<file path="src/rtl/fetch_unit_pkg.sv">
// Shared MIPS32 fetch definitions: widths, reset PC and the {pc, instr} queue entry layout.
package fetch_unit_pkg;
    localparam int DATA_WIDTH = 32;
    localparam int ADDR_WIDTH = 6;
    localparam int QDEPTH_DEF = 4;
    localparam logic [DATA_WIDTH-1:0] RESET_PC = 32'h0000_0000;

    typedef struct packed {
        logic [DATA_WIDTH-1:0] pc;
        logic [DATA_WIDTH-1:0] instr;
    } fetch_entry_t;

    // Byte address to instruction-memory word index; the top bits drop so the index wraps.
    function automatic logic [ADDR_WIDTH-1:0] word_index(input logic [DATA_WIDTH-1:0] byte_addr);
        return byte_addr[ADDR_WIDTH+1:2];
    endfunction
endpackage

</file>
<file path="src/rtl/fetch_if.sv">
// Fetch-stage bus: dual-port imem reads, redirect from branch logic, and the decode handshake.
interface fetch_if;
    import fetch_unit_pkg::*;

    logic [ADDR_WIDTH-1:0] imem_a1;
    logic [ADDR_WIDTH-1:0] imem_a2;
    logic [DATA_WIDTH-1:0] imem_rd1;
    logic [DATA_WIDTH-1:0] imem_rd2;
    logic                  redirect_valid;
    logic [DATA_WIDTH-1:0] redirect_pc;
    logic                  out_valid;
    logic [DATA_WIDTH-1:0] out_instr;
    logic [DATA_WIDTH-1:0] out_pc;
    logic                  out_ready;

    modport master (
        output imem_a1, imem_a2, out_valid, out_instr, out_pc,
        input  imem_rd1, imem_rd2, redirect_valid, redirect_pc, out_ready
    );

    modport slave (
        input  imem_a1, imem_a2, out_valid, out_instr, out_pc,
        output imem_rd1, imem_rd2, redirect_valid, redirect_pc, out_ready
    );
endinterface

</file>
<file path="src/rtl/fetch_queue.sv">
// Two-write / one-read circular queue of fetch entries with a flush that clears pointers and count.
module fetch_queue
    import fetch_unit_pkg::*;
#(
    parameter int  QDEPTH = QDEPTH_DEF,
    localparam int PW     = $clog2(QDEPTH),
    localparam int CW     = $clog2(QDEPTH + 1)
) (
    input  logic          clk,
    input  logic          rst,
    input  logic [1:0]    push_n,
    input  fetch_entry_t  wr_entry1,
    input  fetch_entry_t  wr_entry2,
    input  logic          pop,
    input  logic          flush,
    output fetch_entry_t  head,
    output logic [CW-1:0] count
);
    fetch_entry_t  mem_q [QDEPTH];
    fetch_entry_t  mem_d [QDEPTH];
    logic [PW-1:0] wptr_q, wptr_d;
    logic [PW-1:0] rptr_q, rptr_d;
    logic [CW-1:0] count_q, count_d;

    // Next-state for storage, pointers and occupancy.
    always_comb begin
        mem_d   = mem_q;
        wptr_d  = wptr_q;
        rptr_d  = rptr_q;
        count_d = count_q;
        if (flush) begin
            wptr_d  = {PW{1'b0}};
            rptr_d  = {PW{1'b0}};
            count_d = {CW{1'b0}};
        end else begin
            case (push_n)
                2'd1: mem_d[wptr_q] = wr_entry1;
                2'd2: begin
                    mem_d[wptr_q]          = wr_entry1;
                    mem_d[wptr_q + PW'(1)] = wr_entry2;
                end
                default: mem_d[wptr_q] = mem_q[wptr_q];
            endcase
            wptr_d  = wptr_q + PW'(push_n);
            rptr_d  = rptr_q + PW'(pop);
            count_d = count_q + CW'(push_n) - CW'(pop);
        end
    end

    // State registers.
    always_ff @(posedge clk or posedge rst) begin
        if (rst) begin
            for (int i = 0; i < QDEPTH; i++) begin
                mem_q[i] <= '0;
            end
            wptr_q  <= {PW{1'b0}};
            rptr_q  <= {PW{1'b0}};
            count_q <= {CW{1'b0}};
        end else begin
            mem_q   <= mem_d;
            wptr_q  <= wptr_d;
            rptr_q  <= rptr_d;
            count_q <= count_d;
        end
    end

    assign head  = mem_q[rptr_q];
    assign count = count_q;
endmodule

</file>
<file path="src/rtl/fetch_unit.sv">
// Instruction fetch stage: PC register, dual-slot imem fetch into fetch_queue, redirect has top priority.
module fetch_unit
    import fetch_unit_pkg::*;
#(
    parameter int QDEPTH = QDEPTH_DEF
) (
    input  logic    clk,
    input  logic    rst,
    fetch_if.master bus
);
    localparam int CW = $clog2(QDEPTH + 1);

    logic [DATA_WIDTH-1:0] pc_q, pc_d;
    logic [CW-1:0]         count_s;
    logic [CW-1:0]         free_s;
    logic [1:0]            push_n_s;
    logic                  pop_s;
    fetch_entry_t          entry1_s;
    fetch_entry_t          entry2_s;
    fetch_entry_t          head_s;

    // Push count uses registered occupancy only so out_ready never reaches the imem address.
    always_comb begin
        free_s = CW'(QDEPTH) - count_s;
        if (bus.redirect_valid) begin
            push_n_s = 2'd0;
            pc_d     = {bus.redirect_pc[DATA_WIDTH-1:2], 2'b00};
        end else begin
            if (free_s >= CW'(2)) begin
                push_n_s = 2'd2;
            end else begin
                push_n_s = free_s[1:0];
            end
            pc_d = pc_q + DATA_WIDTH'({push_n_s, 2'b00});
        end
    end

    // Program counter.
    always_ff @(posedge clk or posedge rst) begin
        if (rst) begin
            pc_q <= RESET_PC;
        end else begin
            pc_q <= pc_d;
        end
    end

    assign entry1_s = '{pc: pc_q,          instr: bus.imem_rd1};
    assign entry2_s = '{pc: pc_q + 32'd4,  instr: bus.imem_rd2};
    assign pop_s    = bus.out_valid && bus.out_ready && !bus.redirect_valid;

    fetch_queue #(.QDEPTH(QDEPTH)) u_queue (
        .clk       (clk),
        .rst       (rst),
        .push_n    (push_n_s),
        .wr_entry1 (entry1_s),
        .wr_entry2 (entry2_s),
        .pop       (pop_s),
        .flush     (bus.redirect_valid),
        .head      (head_s),
        .count     (count_s)
    );

    assign bus.imem_a1   = word_index(pc_q);
    assign bus.imem_a2   = bus.imem_a1 + ADDR_WIDTH'(1);
    assign bus.out_valid = (count_s != CW'(0));
    assign bus.out_instr = head_s.instr;
    assign bus.out_pc    = head_s.pc;
endmodule

</file>
<file path="src/flat_wrapper.sv">
// flat-port wrapper written by rule: the top's interface ports become plain ports
module fetch_unit_flat import fetch_unit_pkg::*;
#(
    parameter int QDEPTH = QDEPTH_DEF
)
  (clk, rst, bus_imem_a1, bus_imem_a2, bus_out_valid, bus_out_instr, bus_out_pc, bus_imem_rd1, bus_imem_rd2, bus_redirect_valid, bus_redirect_pc, bus_out_ready);
  fetch_if bus_i ();
  input  logic clk;
  input  logic rst;
  output wire logic [$bits(bus_i.imem_a1)-1:0] bus_imem_a1;
  output wire logic [$bits(bus_i.imem_a2)-1:0] bus_imem_a2;
  output wire logic [$bits(bus_i.out_valid)-1:0] bus_out_valid;
  output wire logic [$bits(bus_i.out_instr)-1:0] bus_out_instr;
  output wire logic [$bits(bus_i.out_pc)-1:0] bus_out_pc;
  input wire logic [$bits(bus_i.imem_rd1)-1:0] bus_imem_rd1;
  input wire logic [$bits(bus_i.imem_rd2)-1:0] bus_imem_rd2;
  input wire logic [$bits(bus_i.redirect_valid)-1:0] bus_redirect_valid;
  input wire logic [$bits(bus_i.redirect_pc)-1:0] bus_redirect_pc;
  input wire logic [$bits(bus_i.out_ready)-1:0] bus_out_ready;
  assign bus_imem_a1 = bus_i.imem_a1;
  assign bus_imem_a2 = bus_i.imem_a2;
  assign bus_out_valid = bus_i.out_valid;
  assign bus_out_instr = bus_i.out_instr;
  assign bus_out_pc = bus_i.out_pc;
  assign bus_i.imem_rd1 = bus_imem_rd1;
  assign bus_i.imem_rd2 = bus_imem_rd2;
  assign bus_i.redirect_valid = bus_redirect_valid;
  assign bus_i.redirect_pc = bus_redirect_pc;
  assign bus_i.out_ready = bus_out_ready;
  fetch_unit #(.QDEPTH(QDEPTH)) u_core (.clk(clk), .rst(rst), .bus(bus_i));
endmodule
</file>
<file path="config.mk">
export PLATFORM = sky130hd
export DESIGN_NAME = fetch_unit_flat
export DESIGN_NICKNAME = d
export VERILOG_FILES = /design/src/rtl/fetch_unit_pkg.sv /design/src/rtl/fetch_if.sv /design/src/rtl/fetch_queue.sv /design/src/rtl/fetch_unit.sv /design/src/flat_wrapper.sv
export SDC_FILE = /design/constraint.sdc
export NUM_CORES = 1
export LEC_CHECK = 0
export CORE_UTILIZATION = 59
export CTS_BUF_LIST = sky130_fd_sc_hd__clkbuf_2 sky130_fd_sc_hd__clkbuf_4 sky130_fd_sc_hd__clkbuf_8
export CTS_CLUSTER_DIAMETER = 100
export DETAILED_ROUTE_END_ITERATION = 7
export HOLD_SLACK_MARGIN = 0.08
export PLACE_DENSITY = 0.82
export SYNTH_ARGS = -nofsm -noshare
export SYNTH_HDL_FRONTEND = slang
export SYNTH_SLANG_ARGS = --single-unit
</file>
<file path="constraint.sdc">
create_clock -name clk -period 12.6 [get_ports clk]
set_clock_uncertainty 0.15 [all_clocks]
set_input_delay 1.26 -clock clk [delete_from_list [all_inputs] [get_ports clk]]
set_output_delay 1.26 -clock clk [all_outputs]
set_load 0.1 [all_outputs]
</file>
==> results of run 1 <==
## per-stage QoR
stage	total power, mW	utilization	instance area (um^2)	worst slack (ns)	hold WS (ns)
global placement	3.94	0.666	18700	6.76	0.305
floorplan	3.34	-	16900	3.10	0.295
global route	5.13	0.702	19700	6.87	0.351
CTS	4.88	0.702	19700	7.26	0.328
detailed placement	4.01	0.666	18700	6.66	0.316
finish	4.93	0.702	19700	7.12	0.326
## area by class of cell
type                       instances  share of cell area
sequential                       293               0.373
tap                              378              0.0240
clock inverter                     4             0.00146
clock buffer                      79              0.0499
timing repair buffer             202              0.0990
inverter                          17             0.00363
multi-input combinational       1297               0.449
## worst min-delay path, stage by stage, from the launching register on
cell	delay, ns
dfrtp_1	0.34
nand2_1	0.05
o21ai_0	0.06
## cell families after synthesis
kind of cell | after synthesis
AO/OA/AOI/OAI | 613
XOR/XNOR | 48
AND/OR/NAND/NOR | 531
adder cells (fa/ha/maj) | 15
buffers and inverters | 215
flip-flops | 293
multiplexers | 90
## cells in the final DEF (no fill, tap or decap), drive strengths merged, types with 8 or more instances in the layout
cell and count:
nor3 35, and3 8, dfrtp 293, mux2i 23
a211o 8, clkbuf 79, a32oi 154, xnor2 23
nand4 14, clkdlybuf4s50 173, o311ai 12, nand3 38
nor4 19, a22o 13, buf 29, xor2 25
inv 17, mux4 64, and2 11, nor2 79
a31oi 11, o21ai 270, a22oi 13, ha 13
a21oi 80, nand2 294
## where the power goes
group | total [mW] | switching (mW) | internal [mW] | leakage, nW
Sequential | 1.55 | 0.275 | 1.27 | 3.91
Combinational | 2.50 | 1.79 | 0.714 | 3.17
Clock | 0.878 | 0.389 | 0.489 | 0.538
## sequential cells by signal, summed over array words and instances (netlist names)
signal and count:
u_core.u_queue.mem_q 256, u_core.pc_q 30, u_core.u_queue.count 3, u_core.u_queue.rptr_q 2, u_core.u_queue.wptr_q 2
## routing by layer
layer,vias to the layer above,track usage,share of wire
met3,262,0.0743,0.12
met1,7634,0.489,0.37
li1,6850,-,-
met2,1275,0.581,0.46
met5,-,0,0.00024
met4,2,0.200,0.049
## final timing paths
check / startpoint / end
min in group asynchronous: rst / u_core.u_queue.mem_q[26]
max in group asynchronous: rst / u_core.u_queue.rptr_q[0]
max: bus_redirect_valid / u_core.u_queue.mem_q[10]
max reg2reg: u_core.u_queue.count[0] / u_core.u_queue.mem_q[10]
min reg2reg: u_core.u_queue.mem_q[37] / u_core.u_queue.mem_q[37]
min: u_core.u_queue.mem_q[37] / u_core.u_queue.mem_q[37]
==> flow_metrics.py, run 1 <==
metrics = {
    "outcome": {
        "status": "completed",
    },
    "routing": {
        "ant_nets": 0,
        "wirelength_um": 54200,
        "drc_errors": 0,
        "initialDrtViolationCount": 2397,
        "wl_per_cell_um": 23.9,
        "first_pass_iters": 6,
        "vias": 16000,
        "viasPerCell": 7.06,
    },
    "synthesis": {
        "syn_area_per_cell_um2": 9.36,
        "synth_xor_area_frac": 0.0249,
        "yosysSeqAreaShare": 0.434,
        "synth-compound-area-share": 0.236,
        "synth.largest_area_cell": "dfrtp_1",
        "synthCells": 1805,
        "synth-simple-area-share": 0.141,
        "synth_seq_cells": 293,
        "synth_ff_type": "dfrtp_1",
        "synth_nets": 1920,
        "netlist_top_cells_area": "dfrtp_1, mux4_2, a32oi_1, o21ai_0, nand2_1",
        "async_reset_ff_frac": 1.00,
        "netlist_area_um2": 16900,
        "ys_types": 62,
        "synth_edf_count": 0,
        "synthTopCellsByCount": "nand2_1, dfrtp_1, o21ai_0",
        "synth.area.mux_share": 0.101,
        "synthAdderAreaFrac": 0.0120,
        "ys_warn_count": 0,
        "synth.most_common_cell": "nand2_1",
        "synth_top_family_by_area": "compound AO/OA/AOI/OAI gates",
        "synth_top_area_frac": 0.434,
    },
    "setup_path": {
        "endpoint_kind": "flip-flop",
        "start_kind": "input pin",
        "criticalPathCategory": "input pin to flip-flop",
        "required_ns": 12.86,
        "critPathMaxFanout": 108,
        "crit_cells": 10,
        "r2r.worst_path.cells": 13,
        "cp.arrival_ns": 5.74,
        "slowest_delay_ns": 0.83,
        "critPathBufInv": 6,
        "critPathSlowestCell": "buf_4",
        "worst_path_dominant_cell_family": "buffers and inverters",
        "r2r_slack_ns": 7.34,
        "crit_top_cell": "buf_4",
        "path_cells": "buf_2, buf_4, inv_1, nand2_1, inv_1, ha_1, or2_4, buf_4, buf_4, o21ai_0",
    },
    "sta": {
        "clock.fmax_mhz": 182,
        "setup_violations": 0,
        "relSlewSlack": 0.0596,
        "maxSlewViolCount": 0,
        "worst_pin_slew_ns": 1.41,
        "rsz0062_at_grt": "false",
        "finalCritPeriodShare": 0.435,
        "hold_viol": 0,
        "final.min_clock_period_ns": 5.48,
        "setup_tns_ns": 0,
    },
    "global_route": {
        "grt_pass1_vias": 15700,
        "globalRouteOverflowTotal": 0,
        "grt_max_degree": 144,
        "grt_pass1_wl_um": 84500,
        "grtUsageTotal": 0.371,
        "grt_antenna_before_repair": 1,
    },
    "layout": {
        "final_nets": 1976,
        "stdcell_count": 2270,
        "areaGrowthSynthToFinish_pct": 16.3,
        "multiInputGateArea_um2": 8830,
        "fillCellCount": 2100,
        "drive_above_1_share": 0.114,
        "seqCellArea_um2": 7340,
        "diodes": 0,
    },
    "die": {
        "dieArea_um2": 29300,
        "top_level_ports": 177,
        "fp-row-count": 61,
        "die_w_um": 171,
        "core_um2": 28000,
        "die_height_um": 171,
        "start_util": 0.603,
    },
    "placed_design": {
        "portBuffers": 174,
        "dp.cells": 2187,
        "dp_hpwl_um": 32600,
        "gp_congestion": 0.978,
    },
    "clocking": {
        "hold_buffers": 0,
        "tritoncts": "built",
        "clk_latency_ns": 0.59,
        "ctsHtreeMaxLevel": 2,
        "clockBufferDepth": 3,
        "path_clk_slew_ns": 0.05,
        "cts_buffers": 50,
        "cts_setup_buffers": 0,
        "clockRootBuffer": "clkbuf_8",
        "cts.sinks": 293,
        "cts_resized": 0,
    },
    "power_and_ir_drop": {
        "ir_worst_vdd_mv": 0.193,
        "p_per_area_nw_per_um2": 250,
        "p_leak_nw": 7.62,
    },
    "run": {
        "cap_violations": 0,
    },
    "worst_hold_path": {
        "hold_depth": 2,
        "min_path_type": "flip-flop to flip-flop",
    },
}
Note: power is estimated with default switching activity, not from simulation.
==> run 2: changes to the inputs <==
- CORE_UTILIZATION: 59 -> 54
- PLACE_DENSITY: 0.82 -> 0.79
- clock period: 12.6 -> 4.6 ns (I/O delays scaled with it)
==> flow_metrics.py, run 2 (synthesis results as in run 1) <==
metrics = {
    "sta": {
        "setup_tns_ns": 0,
        "clock.fmax_mhz": 234,
        "relSlewSlack": 0.144,
        "final.min_clock_period_ns": 4.28,
        "finalCritPeriodShare": 0.930,
        "worst_pin_slew_ns": 1.28,
        "maxSlewViolCount": 0,
        "setup_violations": 0,
        "hold_viol": 0,
        "whs_ns": 0.0966,
        "rsz0062_at_grt": "false",
    },
    "layout": {
        "final_nets": 2007,
        "final_util": 0.658,
        "areaGrowthSynthToFinish_pct": 19.3,
        "regMostFlops": "u_core.u_queue.mem_q",
        "layout_commonest_cell": "nand2_1",
        "layout_common_cells": "nand2_1, dfrtp_1, o21ai_0, clkdlybuf4s50_1, a32oi_1",
        "drive_above_1_share": 0.130,
        "largest_register_ff_count": 256,
        "diodes": 0,
    },
    "setup_path": {
        "start_kind": "flip-flop",
        "cp.arrival_ns": 4.59,
        "r2r_end": "u_core.u_queue.mem_q[245]",
        "r2r-start": "u_core.u_queue.count[0]",
        "endpoint_kind": "flip-flop",
        "required_ns": 4.91,
        "r2r_slack_ns": 0.32,
        "critPathMaxFanout": 20,
        "criticalPathCategory": "flip-flop to flip-flop",
        "r2r.worst_path.cells": 13,
    },
    "global_route": {
        "grt_pass1_wl_um": 89100,
        "grt_antenna_before_repair": 0,
        "globalRouteOverflowTotal": 0,
        "grt_max_degree": 123,
        "grtUsageTotal": 0.363,
        "grt_pass1_vias": 16000,
    },
    "clocking": {
        "cts_buffers": 52,
        "cts_resized": 0,
        "clockRootBuffer": "clkbuf_8",
        "hold_buffers": 0,
        "clockBufferDepth": 3,
        "clk_latency_ns": 0.63,
        "cts_setup_buffers": 0,
        "cts.sinks": 293,
        "tritoncts": "built",
        "ctsHtreeMaxLevel": 2,
        "path_clk_slew_ns": 0.06,
    },
    "routing": {
        "drc_errors": 0,
        "wirelength_um": 57800,
        "wl_per_cell_um": 24.9,
        "first_pass_iters": 6,
        "viasPerCell": 6.97,
        "initialDrtViolationCount": 2096,
        "vias": 16200,
        "ant_nets": 0,
    },
    "worst_hold_path": {
        "min_path_type": "input pin to flip-flop",
        "hold_depth": 3,
        "min_from": "bus_redirect_valid",
        "min_to": "u_core.u_queue.mem_q[167]",
    },
    "placed_design": {
        "gp_congestion": 0.952,
        "portBuffers": 174,
        "dp_hpwl_um": 36200,
    },
    "power_and_ir_drop": {
        "p_leak_nw": 7.86,
        "p_total_mw": 14.0,
        "ir_worst_vdd_mv": 0.564,
        "p_per_area_nw_per_um2": 692,
    },
    "die": {
        "fp-row-count": 64,
        "top_level_ports": 177,
        "die_w_um": 179,
        "dieArea_um2": 32000,
        "die_height_um": 179,
        "core_um2": 30700,
        "start_util": 0.551,
    },
    "outcome": {
        "status": "completed",
    },
    "run": {
        "cap_violations": 0,
    },
}
## run 2: per-layer routing
layer | GRT usage | share of wire | up-vias
met5 | 0 | 0 | -
met4 | 0.196 | 0.047 | 0
met3 | 0.0916 | 0.12 | 221
met2 | 0.564 | 0.47 | 1158
met1 | 0.467 | 0.37 | 7884
li1 | - | - | 6924
## run 2: how the worst max path moves through the flow
stage	startpoint	slack, ns	cells past startpoint	endpoint
after floorplan	rst	0.10	1	u_core.pc_q[10]
after global placement	u_core.u_queue.count[0]	0.56	13	u_core.u_queue.mem_q[246]
after detailed placement	u_core.u_queue.count[0]	0.43	13	u_core.u_queue.mem_q[245]
after CTS	u_core.u_queue.count[0]	0.43	13	u_core.u_queue.mem_q[245]
after global routing	u_core.u_queue.count[0]	0.09	13	u_core.u_queue.mem_q[245]
final	u_core.u_queue.count[0]	0.32	13	u_core.u_queue.mem_q[245]
## run 2: cell type report
type	count	area, um^2
multi-input cells	1297	8830
clock buffers	78	980
inverters	17	67.6
fillers	2459	10500
well taps	396	495
flip-flops and latches	293	7340
repair buffers	231	2350
clock inverters	10	113
## run 2: power by group
part / total, mW / leakage, nW / switching [mW] / internal [mW]
logic: 7.11 / 3.37 / 5.01 / 2.09
clock network: 2.61 / 0.581 / 1.15 / 1.47
registers: 4.23 / 3.91 / 0.748 / 3.48
## run 2: critical path: stages, from the launching register on
cell,delay [ns]
dfrtp_1,0.35
inv_1,0.08
ha_1,0.20
ha_1,0.26
nor3b_1,0.31
inv_1,0.16
nor2_1,0.16
nand2_1,0.16
ha_4,0.28
nor2_1,0.91
nor2_4,0.36
buf_12,0.28
o311ai_0,0.33
o21ai_0,0.13
## run 2: metrics by stage
stage | cells | setup slack, ns | area [um^2]
finish | 2322 | 0.323 | 20200
global route | 2322 | 0.0933 | 20200
CTS | 2322 | 0.430 | 20200
detailed placement | 2234 | 0.432 | 19100
global placement | 2234 | 0.560 | 19100
floorplan | 1805 | 0.101 | 16900
